## src/rtl/servo_pwm_multi.sv

```systemverilog
// servo_pwm_multi: N_CH-channel hobby-servo PWM with a shared frame counter and frame-aligned position updates.
// Optional slew limiting of position changes per frame is enabled by defining SERVO_SLEW_EN.
module servo_pwm_multi #(
    parameter int N_CH       = 4,
    parameter int POS_W      = 8,
    parameter int PERIOD_CYC = 1_000_000,
    parameter int MIN_PULSE  = 25_000,
    parameter int STEP_CYC   = 400,
    parameter int SLEW_STEP  = 4,
    localparam int CH_W      = (N_CH > 1) ? $clog2(N_CH) : 1
) (
    input  logic             clk,
    input  logic             rst_n,
    input  logic             wr_valid,
    output logic             wr_ready,
    input  logic [CH_W-1:0]  wr_ch,
    input  logic [POS_W-1:0] wr_pos,
    output logic             wr_err,
    input  logic [N_CH-1:0]  ch_en,
    output logic [N_CH-1:0]  servo,
    output logic             frame_start,
    output logic [N_CH-1:0]  busy
);
    localparam int CNT_W = (PERIOD_CYC > 1) ? $clog2(PERIOD_CYC) : 1;
    localparam logic [POS_W-1:0] CENTER = POS_W'(2 ** (POS_W - 1));
    localparam logic [CNT_W-1:0] CENTER_W = CNT_W'(MIN_PULSE + (2 ** (POS_W - 1)) * STEP_CYC);

    logic [CNT_W-1:0]            cnt_q, cnt_d;
    logic                        frame_start_q, frame_start_d;
    logic                        wr_ready_q;
    logic                        wr_err_q, wr_err_d;
    logic [N_CH-1:0]             servo_q, servo_d;
    logic [N_CH-1:0]             busy_q, busy_d;
    logic [N_CH-1:0]             ch_en_q, ch_en_d;
    logic [N_CH-1:0][POS_W-1:0]  target_q, target_d;
    logic [N_CH-1:0][POS_W-1:0]  active_q, active_d;
    logic [N_CH-1:0][POS_W-1:0]  next_active;
    logic [N_CH-1:0][CNT_W-1:0]  width_q, width_d;
    logic                        boundary, wr_acc, wr_ok;

`ifdef SERVO_SLEW_EN
    function automatic logic [POS_W-1:0] slew(input logic [POS_W-1:0] t, input logic [POS_W-1:0] a);
        return (int'(t) > int'(a) + SLEW_STEP) ? POS_W'(int'(a) + SLEW_STEP) :
               (int'(t) + SLEW_STEP < int'(a)) ? POS_W'(int'(a) - SLEW_STEP) : t;
    endfunction
`endif

    assign boundary = cnt_q == CNT_W'(PERIOD_CYC - 1);
    assign wr_acc   = wr_valid & wr_ready_q;
    assign wr_ok    = 32'(wr_ch) < N_CH;

    // Positions, enables and widths only move at the boundary so a frame in flight is never altered.
    always_comb begin
        cnt_d         = boundary ? '0 : cnt_q + 1'b1;
        frame_start_d = cnt_q == '0;
        wr_err_d      = wr_acc & ~wr_ok;
        ch_en_d       = boundary ? ch_en : ch_en_q;
        for (int i = 0; i < N_CH; i++) begin
`ifdef SERVO_SLEW_EN
            next_active[i] = slew(target_q[i], active_q[i]);
`else
            next_active[i] = target_q[i];
`endif
            target_d[i] = (wr_acc && wr_ok && int'(wr_ch) == i) ? wr_pos : target_q[i];
            active_d[i] = boundary ? next_active[i] : active_q[i];
            width_d[i]  = boundary ? CNT_W'(MIN_PULSE + int'(next_active[i]) * STEP_CYC) : width_q[i];
            servo_d[i]  = ch_en_q[i] & (cnt_q < width_q[i]);
            busy_d[i]   = active_q[i] != target_q[i];
        end
    end

    always_ff @(posedge clk or negedge rst_n) begin
        if (!rst_n) begin
            cnt_q         <= '0;
            frame_start_q <= 1'b0;
            wr_ready_q    <= 1'b0;
            wr_err_q      <= 1'b0;
            servo_q       <= '0;
            busy_q        <= '0;
            ch_en_q       <= '0;
            target_q      <= {N_CH{CENTER}};
            active_q      <= {N_CH{CENTER}};
            width_q       <= {N_CH{CENTER_W}};
        end else begin
            cnt_q         <= cnt_d;
            frame_start_q <= frame_start_d;
            wr_ready_q    <= 1'b1;
            wr_err_q      <= wr_err_d;
            servo_q       <= servo_d;
            busy_q        <= busy_d;
            ch_en_q       <= ch_en_d;
            target_q      <= target_d;
            active_q      <= active_d;
            width_q       <= width_d;
        end
    end

    assign wr_ready    = wr_ready_q;
    assign wr_err      = wr_err_q;
    assign servo       = servo_q;
    assign frame_start = frame_start_q;
    assign busy        = busy_q;
endmodule

```

## config.mk

```make
export PLATFORM = sky130hd
export DESIGN_NAME = servo_pwm_multi
export DESIGN_NICKNAME = d
export VERILOG_FILES = /design/src/rtl/servo_pwm_multi.sv
export SDC_FILE = /design/constraint.sdc
export NUM_CORES = 1
export LEC_CHECK = 0
export CAP_MARGIN = 20
export CORE_MARGIN = 3
export CORE_UTILIZATION = 30
export DETAILED_ROUTE_END_ITERATION = 12
export GPL_ROUTABILITY_DRIVEN = 0
export PLACE_DENSITY = 0.56
export SYNTH_ARGS = -nofsm -noshare
export SYNTH_HDL_FRONTEND = slang
export SYNTH_SLANG_ARGS = --single-unit
```

## constraint.sdc

```tcl
create_clock -name clk -period 3.6 [get_ports clk]
set_clock_uncertainty 0.15 [all_clocks]
set_input_delay 0.72 -clock clk [delete_from_list [all_inputs] [get_ports clk]]
set_output_delay 0.72 -clock clk [all_outputs]
set_load 0.01 [all_outputs]
```

==> out/qor.txt <==
max-slew violations: 0
Yosys top cell area share: 27.6%
unrepaired setup endpoints after global routing: true
most frequent cell after synthesis: ha_1
DP HPWL: 17,500 um
core area: 34,800 sq um
Iter 0 DRT Violations: 398
clock buffer count from CTS: 17
post-route cell area: 12,700 sq um
CTS Sinks: 150
Post-Route Setup TNS: 0 ps
hold-fix buffer count after cts: 0
setup violators final: 0
wire length per cell: 14.6 um
Worst-Skew Late Latency: 420 ps
die height: 195 um
clk buf depth: 2
TritonRoute pass-1 iters: 4
HP Class: input port to asynchronous set/reset pin
synthesized instance count: 1,105
Post-synth EDFFs: 0
Worst Path Required: 3780 ps
Final WS setup: 142 ps
# H-tree levels: 4
Via density: 4.68
max_cap viols: 0
Crit path max-delay family: adder cells
Max Clock Freq: 289 MHz
Setup WS pre-CTS: 28.4 ps
antenna violations before repair: 0
syn avg cell area: 9.68 sq um
Die Area: 37,900 sq um
Synth Flop Type: dfrtp_1
# fillers: 3,477
crit-path cells: ha_1 -> ha_1 -> ha_1 -> inv_1 -> fa_2 -> and2b_1 -> o22ai_1 -> xnor2_1 -> a31oi_2 -> nand2_1 -> or4b_1 -> o21ai_0
first-pass GRT wire length: 38,800 um
clk slew on worst S/H paths: 70 ps
most common library cells after synthesis: ha_1, nand2_1, dfrtp_1
sequential element share of the synthesized area: 35.5%
Worst Path Buf+Inv: 1
Row Count: 68
#FFs+latches synth: 150
final hold violations: 0
Syn Std Cell Area: 10,700 sq um
Async S/R FF share, synth: 100%
final hold slack: 163 ps
Post-DRT Antenna Nets: 0
crit-path most repeated cell: ha_1
area growth from synthesis to layout: 18.5%
DRC violations left: 0
status: complete, no violations
Arr. time, crit path: 3640 ps
Vias: 7,669
Leakage: 5.91 nW
Clk Tree Root Cell: clkbuf_16
post-synth net total: 1,307
worst vdd ir: 0.000460 V
Nets: 1,372
grt total ovfl: 0
CP Class: register to register
post-detailed-routing wire length: 23,900 um
Area contributors post-synth: dfrtp_1, ha_1, dfstp_2
Tcrit/Tclk final: 96.1%
Antenna diodes: 0
Synth Warn #: 0
Post-DP Area: 11,800 sq um
Die W: 195 um
crit-path max FO: 6
crit-path max cell delay: 450 ps
largest net degree at the start of global routing: 75
gr usage total: 12.6%
IO buf count: 26
Worst-Margin Slew: 741 ps
layout cells sized above 1: 16.2%
# IOs: 28
Yosys top cell by area: dfrtp_1
cell with the largest stage delay on the worst path: dfrtp_2
vias in the first global route: 7,529
filler-free cell count of the finished design: 1,638
PwrDens: 778 nW/um^2
fin crit period: 3460 ps
Initial Utilization: 30.7%
Worst setup EP type: register
distinct cell type count after synthesis: 57
CTS tree: built
placed cell count: 1,603
Critical Path Start Type: register
Slew HR: 50.6%
-- state kept, by name, summed over array words and instances, names as in the netlist --
signal	count
servo	4
next_active	32
wr_ready	1
active_q	32
width_q	52
ch_en_q	4
cnt_q	20
busy	4
frame_start	1
-- power by group --
group          switching (mW)  internal (mW)
Clock                   0.741           1.23
Combinational            3.12           2.87
Sequential              0.114           1.78
Total                    3.98           5.88
-- final timing paths --
path,start,endpoint,slack (ps),depth (start not counted)
worst max register to register,next_active[10],width_q[37],140,12
worst min register to register,width_q[16],width_q[16],320,2
worst max-delay path,next_active[10],width_q[37],140,12
worst min-delay path,rst_n,next_active[6],160,1
min in group clk,width_q[16],width_q[16],320,2
max in group asynchronous,rst_n,width_q[27],2280,2
-- final cells by class --
type                       count  area [sq um]  area share (%)
tap                          455           569            4.49
clock buffer                  17           425            3.36
timing repair buffer          70           617            4.87
inverter                     109           409            3.23
clock inverter                15           229            1.81
sequential                   150          3800            30.0
multi-input combinational    822          6630            52.3
-- placed cells by master, fill, tap and decap left out, drive strengths merged, types with 8 or more instances in the layout --
cell type,synthesis,layout
mux2,30,30
xor2,69,69
dfrtp,118,118
nand2,152,152
clkbuf,11,17
fa,12,12
nor3,16,16
nor2,43,43
xnor2,51,51
nor2b,8,8
inv,109,110
buf,13,45
ha,173,173
nor4,12,12
nand4,11,11
a21oi,37,37
dfstp,32,32
nand2b,10,10
a21o,27,27
clkdlybuf4s50,0,25
o21ai,76,76
nand3,21,21
-- per-stage QoR --
step / utilization (%) / power [mW]
global route: 36.4 / 10.8
global placement: 33.8 / 7.21
finish: 36.4 / 9.86
floorplan: - / 6.09
detailed placement: 33.8 / 7.23
CTS: 35.7 / 9.31
-- cell families after synthesis --
| kind of cell | Yosys count | share of synthesized area (%) |
|---|---|---|
| other cells | 2 | 0.0702 |
| flops | 150 | 35.5 |
| compound gates | 180 | 10.6 |
| simple gates | 305 | 13.5 |
| xor+xnor | 120 | 9.83 |
| buf+inv | 133 | 4.86 |
| mux | 30 | 3.16 |
| fa+ha+maj | 185 | 22.5 |
-- routing by layer --
layer  part of all wire, %  global-route usage [%]  up-vias
li1                      -                       -     3905
met1                    50                    17.7     3659
met2                    46                    20.7       88
met3                   2.6                    1.98       17
met4                   1.1                    2.40        0
met5                     0                       0        -
-- repair_timing --
| action | in CTS | in global routing |
|---|---|---|
| setup endpoints to repair | 1 | 17 |
| gates resized for setup | 1 | 40 |
| endpoints found under the hold margin | 0 | 0 |
| pin swaps | 0 | 10 |
| setup buffers | 0 | 3 |
Note: power is estimated with default switching activity, not from simulation.
